[src/rtl/ahb_music_tone_gen.sv]
// Square-wave tone generator driven by the MUSIC command word: plays a note of
// HALF_PER-cycle half-period for DUR_MS ticks, then a silent gap, then pulses NOTE_DONE.
module ahb_music_tone_gen #(
  parameter int CLK_FREQ_HZ = 50_000_000,
  parameter int TICK_HZ     = 1_000,
  parameter int GAP_TICKS   = 10
) (
  input  logic        HCLK,
  input  logic        HRESET,
  input  logic [31:0] MUSIC,
  output logic        BUZZER,
  output logic        BUSY,
  output logic        NOTE_DONE
);
  localparam int TICK_DIV = CLK_FREQ_HZ / TICK_HZ;
  localparam int TW = (TICK_DIV > 1) ? $clog2(TICK_DIV) : 1;
  localparam int GW = (GAP_TICKS > 0) ? $clog2(GAP_TICKS + 1) : 1;

  typedef enum logic [1:0] {IDLE, PLAY, GAP} state_t;

  state_t        r_state;
  logic [31:0]   r_mus_q;
  logic [17:0]   r_hp;
  logic [17:0]   r_div;
  logic [11:0]   r_dur;
  logic [TW-1:0] r_tick;
  logic [GW-1:0] r_gap;

  logic w_cmd, w_en, w_tick;

  // Any change of the word is a command; SEQ exists so identical notes still differ.
  assign w_cmd  = (MUSIC != r_mus_q);
  assign w_en   = MUSIC[31];
  assign w_tick = (r_tick == TW'(TICK_DIV - 1));

  always_ff @(posedge HCLK) begin
    if (HRESET) begin
      r_state   <= IDLE;
      r_mus_q   <= '0;
      r_hp      <= '0;
      r_div     <= '0;
      r_dur     <= '0;
      r_tick    <= '0;
      r_gap     <= '0;
      BUZZER    <= 1'b0;
      BUSY      <= 1'b0;
      NOTE_DONE <= 1'b0;
    end else begin
      r_mus_q   <= MUSIC;
      NOTE_DONE <= 1'b0;
      if (r_state != IDLE)
        r_tick <= w_tick ? '0 : r_tick + 1'b1;

      if (w_cmd) begin
        // A command overrides any expiry on the same edge, so no NOTE_DONE here.
        BUZZER <= 1'b0;
        r_div  <= '0;
        r_tick <= '0;
        r_gap  <= '0;
        if (w_en) begin
          r_state <= PLAY;
          BUSY    <= 1'b1;
          r_hp    <= MUSIC[17:0];
          r_dur   <= MUSIC[29:18];
        end else begin
          r_state <= IDLE;
          BUSY    <= 1'b0;
        end
      end else begin
        case (r_state)
          PLAY: begin
            if (r_hp != 18'd0) begin
              if (r_div == r_hp - 18'd1) begin
                BUZZER <= ~BUZZER;
                r_div  <= '0;
              end else begin
                r_div <= r_div + 18'd1;
              end
            end
            // r_dur==0 means an untimed note that plays until the next command.
            if (w_tick && r_dur != 12'd0) begin
              if (r_dur == 12'd1) begin
                r_state <= GAP;
                BUZZER  <= 1'b0;
                r_gap   <= GW'(GAP_TICKS);
                r_dur   <= '0;
              end else begin
                r_dur <= r_dur - 12'd1;
              end
            end
          end
          GAP: begin
            if (r_gap == '0 || (w_tick && r_gap == GW'(1))) begin
              r_state   <= IDLE;
              BUSY      <= 1'b0;
              NOTE_DONE <= 1'b1;
            end else if (w_tick) begin
              r_gap <= r_gap - 1'b1;
            end
          end
          default: ;
        endcase
      end
    end
  end
endmodule

[config.mk]
export PLATFORM = sky130hd
export DESIGN_NAME = ahb_music_tone_gen
export DESIGN_NICKNAME = d
export VERILOG_FILES = /design/src/rtl/ahb_music_tone_gen.sv
export SDC_FILE = /design/constraint.sdc
export NUM_CORES = 1
export LEC_CHECK = 0
export ABC_AREA = 1
export ABC_CLOCK_PERIOD_IN_PS = 2200
export CAP_MARGIN = 30
export CORE_ASPECT_RATIO = 1.5
export CORE_UTILIZATION = 25
export CTS_BUF_LIST = sky130_fd_sc_hd__clkbuf_8
export CTS_CLUSTER_SIZE = 28
export DETAILED_ROUTE_END_ITERATION = 8
export SLEW_MARGIN = 10
export SYNTH_ARGS = -nofsm -noshare
export SYNTH_HDL_FRONTEND = slang
export SYNTH_SLANG_ARGS = --single-unit
[constraint.sdc]
create_clock -name HCLK -period 2.2 [get_ports HCLK]
set_input_delay 0.22 -clock HCLK [delete_from_list [all_inputs] [get_ports HCLK]]
set_output_delay 0.22 -clock HCLK [all_outputs]
set_load 0.005 [all_outputs]
Word level (Yosys, flattened, before mapping) --
Cells that the tools add are included.
Cells by class: equality and inequality tests 15, $add $sub $neg 5, multiplexer cells 27, reductions and logical operators 21, bitwise operators 2
Operators by type and width (number):
- two-way mux 12 bit | 5
- inequality test 32 bit | 1
- adder 18 x 1 -> 18 bit (second input constant) | 1
- equality test 18 bit | 1
- two-way mux 18 bit | 1
- nonzero test 18 bit | 1
- subtractor 18 x 1 -> 18 bit (second input constant) | 1
- adder 16 x 1 -> 16 bit (second input constant) | 1
- equality test 16 bit (second input constant) | 1
- two-way mux 16 bit | 1
- two-way mux 4 bit | 4
- equality test 12 x 1 -> 1 bit (second input constant) | 1
- nonzero test 12 bit | 1
- nonzero test 2 bit | 6
- subtractor 12 x 1 -> 12 bit (second input constant) | 1
- two-way mux 1 bit | 10
- inequality test 2 bit (second input constant) | 5
- inequality test 3 bit (second input constant) | 3
- two-way mux 2 bit | 4
- case mux 4 bit (2 select lines) | 1
- AND reduction 2 bit | 3
- AND reduction 5 bit | 1
- equality test 4 x 1 -> 1 bit (second input constant) | 1
- zero test 4 bit | 1
- other kinds (12) | 14
Storage, ports and cells: register bits after elaboration 105, output and inout port bits 3, bits of input ports 34, logic and storage cells 80

Logic depth before layout (Yosys ltp) --
depth in word-level cells 6, depth in mapped cells 17, depth with buffers taken out 16

Worst setup path after synthesis --
No wires, ideal clock.
path kind reg2reg, start reg r_hp[0], end reg r_div[9], stages on the path, launching flop included 15, data required time 2.083 ns, buffers on the path 1, arrival time 1.784 ns, setup time 0.117 ns, period minus slack after synthesis 1.900 ns, setup slack 0.300 ns, cells stage by stage dfxtp_1 inv_1 ha_1 nand3_4 nor2_4 nand3_1 nand2_1 nand2_1 nand2_1 nand3_1 nor2_2 nand2_2 nand2_4 buf_6 nor2_1
Between the ends: cells in the longest elaborated chain, start to end 3, elaborated cells on any way between the ends 5, those cells by class add/sub (1); eq/ne (1); mux (1); reduce/logical (2)
Ends and longest elaborated chain:
- start: declaration | line 23 | logic [17:0] r_hp;
- start signal: assignment | line 63 | r_hp <= MUSIC[17:0];
- subtractor 18 x 1 -> 18 bit | line 73 | if (r_div == r_hp - 18'd1) begin
- equality test 18 bit | line 73
- two-way mux 18 bit | line 73
- end signal: assignment | line 77 | r_div <= r_div + 18'd1;
- end: declaration | line 24 | logic [17:0] r_div;
Parallel ways exist; a longest one is shown, timed or not. A chain may end at the register's enable or synchronous reset.

Final worst setup path --
start reg r_hp[1], end reg r_div[13]
The elaborated chain is that of the path after synthesis.

==> impl_results.md <==
- Antenna Violating Nets Remaining: 0
- Worst skew pair latency: approximately 390 ps
- H-tree depth: 3
- Area Growth Syn to Fin: 23.9%
- CP required: roughly 2500 ps
- CP peak stage delay: roughly 350 ps
- Final count of pins violating max slew: 0
- Leak: around 3.2 nW
- Row count: between 60 and 70
- Pin count of the biggest net entering global routing: 28
- Critical path endpoint category: flop
- Netlist Area Pre-Place: between 5000 and 6000 um2
- Ratio of cells with drive above 1 in the final layout: between 10% and 20%
- Syn Inst Count: approximately 870
- Worst Path Buf+Inv: 3
- Antenna violations before repair: 0
- Fill cells: 2520
- Full die area: 24000 um2
- YS warnings: 0
- Design Area, Final: roughly 7200 um2
- Status: complete, no violations
- Placed cell area: ~6900 um2
- Setup TNS Final: 0 ps
- Max frequency: 468 MHz
- Slew Limit Headroom: 68.8%
- Vias in the first global route: about 5300
- Post-Route WL: 14.4 mm
- Crit Path Max Fanout: 3
- Port Buffer Count: 36
- Startpoint types: flop
- Total power: 3.81 mW
- Top cell family by delay on the critical path: simple AND/OR/NAND/NOR gates
- Total of max-cap violations: 0
- Final global-route overflow total: 0
- Clk pin slew, worst setup/hold paths: 110 ps
- CP max stage cell: dfxtp_2
- Syn Nets: 910
- Hold/Removal Path Class: input pin to flop
- Commonest non-fill, non-tap cell in the layout: nor2_1
- Yosys reg bits: around 110
- Final setup fails: 0
- Core ar.: roughly 23000 um2
- First-pass GRT wire length: 23.9 mm
- Vias: 5423
- RePlAce Congestion: between 0.8 and 0.9
- Root Buffer: clkbuf_8
- Slew @ Worst Pin: 467 ps
- RSZ-0062 raised after global routing: true
- Fin nets: 1000
- # DRC: 0
- Initial Util: roughly 25%
- Crit-path cells: inv_2 > ha_4 > inv_2 > nand2_1 > nand2_1 > nor2_2 > nand3_2 > nor2_2 > nand2_1 > nor2_2 > nand4_1 > nor2_4 > nand2_4 > buf_6 > nand3_2 > nor2_1
- Max VDD drop: roughly 270 uV
- Hold slack: a little over 400 ps
- Die Wd: approximately 130 um
- Clock Skews: approximately 19 ps
- Routed vias/inst: about 4.4
- Dpl hpwl: about 11 mm
- Hold Fails Final Rpt: 0
- Hold Buf Count CTS: 0
- DR iter-0 viols: around 280
- Most frequent cells in the layout: nor2_1 (164), nand2_1 (152), inv_1 (133)
- Power Density: ~530 nW/um2
- Clk sink count: 105
- Drt pass-1 iters: 4
- Die Ht: ~190 um
- Arrival time worst endpoint: approximately 2400 ps
- TritonCTS clock tree: yes
- Yosys cell types: 41
- # IOs: 37
- Min Tclk post-route: 2140 ps
- N_diodes: 0
- Sequential share of the synthesized area: a little over a third
- CTS buffer count: 9
- Syn_area_per_cell: ~6.7 um2
- Period utilisation layout: between 90 and 100%
- Wire per inst: between 10 and 15 um
- Clk buf depth: 2
- CP Class: flop to flop
- Total GRT Usage: around an eighth
==> power by group <==
group          switching [mW]  internal (mW)
Combinational           0.350          0.278
Sequential             0.0582           1.97
Clock                   0.731          0.424
Total                    1.14           2.67
==> metal layers <==
metal	share of wire, %	vias to the layer above	global-route usage (%)	routed length, um
li1	-	2886	-	-
met5	0	-	0	0
met2	54	45	24.2	7730
met1	41	2468	13.1	5900
met4	2.7	0	6.14	383
met3	2.4	24	1.78	341
==> sequential cells by signal (all words and copies together), names as in the netlist, 2 cells and up <==
register and count:
r_mus_q 32, r_hp 18, r_tick 16, r_state 2
r_gap 4, r_dur 12, r_div 18
==> path summary, 6_finish.rpt <==
| check | from | end | slack (ps) | cells past startpoint |
|---|---|---|---|---|
| setup / recovery | r_hp[1] | r_div[13] | 60 | 16 |
| hold / removal | MUSIC[30] | r_mus_q[30] | 410 | 3 |
| setup reg to reg | r_hp[1] | r_div[13] | 60 | 16 |
| hold reg to reg | BUSY | BUSY | 480 | 2 |
==> Yosys cell counts, drive strengths merged <==
cell type / count / area [um2]
nand4: 22 / 138
o211ai: 2 / 15.0
a31oi: 1 / 6.26
o21ai: 44 / 224
nand2: 159 / 639
nor3b: 3 / 37.5
ha: 7 / 87.6
inv: 144 / 541
clkbuf: 8 / 31.3
dfxtp: 105 / 2100
and2: 1 / 6.26
o21bai: 2 / 15.0
o22ai: 1 / 6.26
buf: 7 / 47.5
a211oi: 2 / 20.0
or2: 7 / 43.8
xor2: 48 / 420
nor2: 183 / 751
xnor2: 8 / 70.1
a31o: 1 / 8.76
nor3: 23 / 125
a21oi: 29 / 145
nor4: 5 / 46.3
nand3b: 3 / 22.5
nand3: 54 / 288
==> stage by stage <==
stage | setup slack [ps] | utilization (%) | cells
floorplan | 300 | - | 869
global placement | -201 | 30.1 | 1224
detailed placement | -181 | 30.1 | 1224
CTS | 3.11 | 30.9 | 1239
global route | -93.2 | 31.5 | 1243
finish | 61.4 | 31.5 | 1243
==> tightest hold or removal path, cell delays in order <==
cell	delay [ps]
clkdlybuf4s50_1	430
inv_1	80
nor2_1	40
==> timing repair <==
| action | in CTS | in global routing |
|---|---|---|
| buffers inserted | 0 | 2 |
| resized for setup | 0 | 30 |
| endpoints found under the setup margin | 0 | 33 |
==> logic make-up (layout without fill, tap and decap cells) <==
logic type               count (synthesis)  in the layout  synth area share, %
XOR/XNOR                                56             56                 8.40
flip-flops                             105            105                 36.0
AO/OA/AOI/OAI                           82             82                 7.55
buffers and inverters                  159            251                 10.6
AND/OR/NAND/NOR                        460            462                 35.9
adder cells (fa/ha/maj)                  7              7                 1.50
==> layout make-up <==
type,count,area (um2),area share (%)
clock inverters,6,50.0,0.692
repair buffers,92,842,11.6
clock buffers,9,124,1.71
well taps,280,350,4.84
flip-flops and latches,105,2110,29.1
multi-input cells,607,3220,44.5
inverters,144,541,7.47
Note: power is estimated with default switching activity, not from simulation.
==> RTL edit 1, RTL diff (config.mk and constraints unchanged) <==
Set the parameter `GAP_TICKS` to 12 (it was 10).
--- a/src/rtl/ahb_music_tone_gen.sv
+++ b/src/rtl/ahb_music_tone_gen.sv
@@ -3,7 +3,7 @@
 module ahb_music_tone_gen #(
   parameter int CLK_FREQ_HZ = 50_000_000,
   parameter int TICK_HZ     = 1_000,
-  parameter int GAP_TICKS   = 10
+  parameter int GAP_TICKS   = 12
 ) (
   input  logic        HCLK,
   input  logic        HRESET,
Behaviour: same outputs for any inputs over 10 cycles, from zero or initial values and one cycle with HRESET high; that may be too few to reach the edited logic, so the function may still have changed.
==> RTL edit 1 against the original RTL <==
  * Synthesized area rose by 0.15%
  * Sequential cell count stayed put
  * Setup slack better by 120 ps
  * Sequential share of layout area rose by 0.18 points
  * Total power increased by 5.3%
  * Cell area down 0.50%
  * Largest cell class unchanged
  * Wire length up 3.0%
  * Critical path depth decreased by 2
==> RTL edit 1: results (changes against the original RTL) <==
| Metric | Value |
|---|---|
| Wire length on met3 | 312 µm (was 341 µm) |
| Commonest cells in the netlist | nor2_1 (176), nand2_1 (170), inv_1 (134) (was nor2_1 (169), nand2_1 (152), inv_1 (136)) |
| Post-synth ARST share | 0% (unchanged) |
| Largest net degree at the start of global routing | 37 (was 28) |
| Met2 wire len | 8.02 mm (was 7.73 mm) |
| Worst vdd ir | 0.000307 V (was 0.000270 V) |
| Metal-1 WL | 5.99 mm (was 5.90 mm) |
| Distinct cells, synth | 38 (was 41) |
| Wire per inst | 11.7 µm (was 11.6 µm) |
| Initial DRC Count | 284 (was 275) |
| Drt via density | 4.41 (was 4.36) |
| Gr usage total | 12.9% (was 12.5%) |
| Dpl hpwl | 11.6 mm (was 11.3 mm) |
| Critical Path AT | 2300 ps (was 2410 ps) |
| CP max stage cell | dfxtp_2 (unchanged) |
| Met2 usage | 25.1% (was 24.2%) |
| Met3 usage | 2.60% (was 1.78%) |
| Grt met1 use | 13.1% (about the same) |
| Register area share after synthesis | 36.0% (about the same) |
| Sw Ratio | 28.8% (was 29.9%) |
| Placer Congestion | 0.847 (was 0.866) |
| Biggest registers after layout | r_mus_q x32, r_div x18, r_hp x18 (unchanged) |
| Vias in the first global route | 5285 (was 5314) |
| Status | complete, no violations (unchanged) |
| Layout fillers | 2499 (was 2520) |
| Worst-margin pin slew | 601 ps (was 467 ps) |
| Fin Clk Skew | 16.3 ps (was 18.5 ps) |
| Core Util, Final | 31.3% (was 31.5%) |
| Placed instance area | 0.00687 mm² (was 0.00692 mm²) |
| Syn nets | 932 (was 910) |
| Synth top area cells | dfxtp_1 (36%), nor2_1 (11%), nand2_1 (11%) (was dfxtp_1 (36%), nor2_1 (11%), nand2_1 (9.8%)) |
| Worst-path fanout max | 7 (was 3) |
| Worst skew pair latency | 390 ps (about the same) |
| Nets | 1015 (was 1000) |
| First-pass GRT wire length | 24.4 mm (was 23.9 mm) |
| Layout cells sized above 1 | 12.0% (was 14.5%) |
| Leakage Power | 3.16 nW (was 3.15 nW) |
| Top FF cell, synth | dfxtp_1 (unchanged) |
RTL edit 1: cell types whose count changed after synthesis, sizes merged, moves of 2 or more:
cell / change
a21oi: +9
clkbuf: +2
inv: -9
nand2: +16
nand3: +7
nor2: +2
nor3: -2
o211ai: -2
or2: +4
xnor2: +4
xor2: -10
RTL edit 1: worst register-to-register path, stage by stage (launching register included):
cell and delay (ps):
dfxtp_2 340, inv_1 70, buf_4 160, nand2_4 100, nor2_4 60, clkbuf_2 140
buf_4 140, nand3_1 90, nand3_1 90, nor2_1 110, nand3_1 80, nor2_2 170
nand3_4 160, nand2_4 150, nor2_1 50
RTL edit 1: metrics by stage:
step / cells / hold WS, ps / setup WS, ps / power (mW)
floorplan: 891 / 327 / 240 / 2.46
global placement: 1239 / 466 / -173 / 2.69
detailed placement: 1239 / 481 / -209 / 2.69
CTS: 1255 / 363 / 27.6 / 4.05
global route: 1259 / 375 / -13.1 / 4.25
finish: 1259 / 374 / 186 / 4.02
RTL edit 1: power groups by stage:
| stage | Combinational, mW | Sequential [mW] | Clock [mW] |
|---|---|---|---|
| 6_report | 0.640 | 2.03 | 1.34 |
| 5_1_grt | 0.731 | 2.04 | 1.48 |
| 4_1_cts | 0.623 | 2.03 | 1.40 |
| 3_5_place_dp | 0.619 | 2.07 | 0 |
| 3_3_place_gp | 0.614 | 2.07 | 0 |
| 2_1_floorplan | 0.401 | 2.06 | 0 |
RTL edit 1: repair_timing:
action | in CTS | in global routing
gates resized for setup | 0 | 24
buffers inserted | 0 | 2
endpoints found under the setup margin | 0 | 20
RTL edit 1: cells by family (layout without fill, tap and decap cells):
family,count (synthesis),after routing,share of synthesized area [%]
flip-flops,105,105,36.0
buffers and inverters,152,238,10.3
AO/OA/AOI/OAI,90,90,8.07
AND/OR/NAND/NOR,487,489,36.7
XOR/XNOR,50,50,7.49
adder cells (fa/ha/maj),7,7,1.50
RTL edit 1: worst paths after layout:
kind | from | endpoint | slack [ps] | cells after the start
max | r_hp[0]$_SDFFE_PP0P_ | r_div[3]$_SDFFE_PP0P_ | 190 | 14
min reg2reg | r_tick[0]$_SDFFE_PP0P_ | r_tick[0]$_SDFFE_PP0P_ | 480 | 2
min | HRESET | r_mus_q[24]$_SDFF_PP0_ | 370 | 3
max reg2reg | r_hp[0]$_SDFFE_PP0P_ | r_div[3]$_SDFFE_PP0P_ | 190 | 14
RTL edit 1: cell type report:
class / count / share of cell area [%]
flip-flops and latches: 105 / 29.3
multi-input cells: 636 / 44.8
clock inverters: 5 / 0.974
clock buffers: 11 / 2.10
well taps: 280 / 4.87
inverters: 135 / 7.04
repair buffers: 87 / 10.9
==> RTL edit 2, RTL diff (same flow settings) <==
Made on the original files. Re-encode `state_t` (3 states) as one-hot, 3 bits wide.
--- a/src/rtl/ahb_music_tone_gen.sv
+++ b/src/rtl/ahb_music_tone_gen.sv
@@ -16,7 +16,7 @@
   localparam int TW = (TICK_DIV > 1) ? $clog2(TICK_DIV) : 1;
   localparam int GW = (GAP_TICKS > 0) ? $clog2(GAP_TICKS + 1) : 1;
 
-  typedef enum logic [1:0] {IDLE, PLAY, GAP} state_t;
+  typedef enum logic [2:0] {IDLE = 3'b001, PLAY = 3'b010, GAP = 3'b100} state_t;
 
   state_t        r_state;
   logic [31:0]   r_mus_q;
Function: same outputs for any inputs over 10 cycles, from zero or initial values and one cycle with HRESET high; not proved beyond that.
==> RTL edit 2 against the original RTL <==
  * The flow now finishes with violations (design-rule violations)
  * Largest power group unchanged
  * Clock skew about the same
  * Sequential cell count rose by 1
  * Setup slack improved by 120 ps
  * Total power is 0.16% lower
  * Sequential share of layout area increased by 1.3 points
  * Synthesized area decreased by 2.2%
  * Wire length is 2.4% lower
  * Cell count fell by 3.9%
  * Largest cell class unchanged
  * Cell area down 3.5%
  * Critical endpoint is now r_div[12]$_SDFFE_PP0P_
==> RTL edit 2: results (changes against the original RTL) <==
| Metric | Value |
|---|---|
| Syn nets | 868 (was 910) |
| CP max stage cell | dfxtp_1 (was dfxtp_2) |
| First-pass GRT wire length | 23.6 mm (was 23.9 mm) |
| DR pass1 iterations | 6 (was 4) |
| Worst-margin pin slew | 455 ps (was 467 ps) |
| Worst vdd ir | 0.000276 V (was 0.000270 V) |
| Commonest cells in the netlist | nand2_1 (147), nor2_1 (138), inv_1 (123) (was nor2_1 (169), nand2_1 (152), inv_1 (136)) |
| Dpl hpwl | 11.0 mm (was 11.3 mm) |
| Nets | 955 (was 1000) |
| Gr usage total | 12.5% (about the same) |
| Worst-path fanout max | 14 (was 3) |
| Pre-CTS WS | -354 ps (was -181 ps) |
| Layout cells sized above 1 | 13.8% (was 14.5%) |
| Distinct cells, synth | 44 (was 41) |
| Wire per inst | 11.7 µm (was 11.6 µm) |
| Via Count | 5191 (was 5423) |
| Largest net degree at the start of global routing | 27 (was 28) |
| Layout fillers | 2379 (was 2520) |
| Critical Path AT | 2290 ps (was 2410 ps) |
| Placer Congestion | 0.803 (was 0.866) |
| Leakage Power | 2.85 nW (was 3.15 nW) |
| Post-Syn Instances | 826 (was 869) |
| Routed wire length | 14.0 mm (was 14.4 mm) |
| Initial DRC Count | 147 (was 275) |
| Violated checks | design-rule violations |
| Register area share after synthesis | 37.2% (was 36.0%) |
| Vias in the first global route | 5116 (was 5314) |
| Fin Clk Skew | 18.7 ps (was 18.5 ps) |
| Placed cells | 1178 (was 1224) |
| Drt drc | 4 (was 0) |
| Status | complete, but fails checks (was complete, no violations) |
| Internal | 2.68 mW (was 2.67 mW) |
| Synth top area cells | dfxtp_1 (37%), nand2_1 (9.7%), nor2_1 (9.1%) (was dfxtp_1 (36%), nor2_1 (11%), nand2_1 (9.8%)) |
-- RTL edit 2: cell families after synthesis --
logic type | after synthesis | share of synthesized area (%)
flip-flops | 106 | 37.2
AO/OA/AOI/OAI | 98 | 9.12
XOR/XNOR | 51 | 7.96
buffers and inverters | 138 | 9.43
AND/OR/NAND/NOR | 425 | 34.6
adder cells (fa/ha/maj) | 8 | 1.75
-- RTL edit 2: power by group through the flow --
stage               clock, mW  sequential (mW)  combinational, mW
global placement            0             2.09              0.586
detailed placement          0             2.09              0.592
CTS                      1.20             2.05              0.595
floorplan                   0             2.08              0.370
global route             1.27             2.06              0.674
finish                   1.16             2.05              0.593
-- RTL edit 2: final cells by class --
class,count,area share [%]
flip-flops and latches,106,30.4
clock buffers,9,1.78
clock inverters,7,0.735
diodes,1,0.0359
well taps,276,4.95
inverters,124,6.67
repair buffers,90,10.9
multi-input cells,582,44.5
-- RTL edit 2: metrics by stage --
| step | cell area [µm²] | setup TNS, ps | hold WS [ps] |
|---|---|---|---|
| finish | 6980 | 0 | 220 |
| global placement | 6740 | -14800 | 468 |
| CTS | 6920 | 0 | 216 |
| floorplan | 5710 | 0 | 327 |
| global route | 6980 | -14.8 | 215 |
| detailed placement | 6740 | -17040 | 480 |
-- RTL edit 2: metal layers --
metal  global-route usage (%)  share of wire (%)  up-vias
met5                        0                  0        -
met4                     5.82                3.4        0
met3                     2.03                2.8       26
met2                     24.3                 53       60
met1                     13.0                 41     2343
li1                         -                  -     2762
-- RTL edit 2: timing repair --
item / CTS / global route
gates resized for setup: 0 / 13
setup endpoints to repair: 0 / 52
setup buffers: 0 / 0
-- RTL edit 2: worst paths after layout --
kind	slack (ps)	endpoint	start	cells past startpoint
worst max-delay path	180	r_div[12]$_SDFFE_PP0P_	r_hp[0]$_SDFFE_PP0P_	10
worst min-delay path	220	r_mus_q[11]$_SDFF_PP0_	HRESET	2
worst max register to register	180	r_div[12]$_SDFFE_PP0P_	r_hp[0]$_SDFFE_PP0P_	10
worst min register to register	500	r_tick[1]$_SDFFE_PP0P_	r_tick[1]$_SDFFE_PP0P_	2
-- RTL edit 2: worst reg2reg max path, stage by stage, from the launching register on --
cell and delay [ps]:
dfxtp_1 340, inv_1 80, ha_2 210, nand2_2 120
nor2_4 220, nand2_1 130, xor2_2 190, xor2_2 240
nand3_4 160, nand2_8 160, nor3_1 60
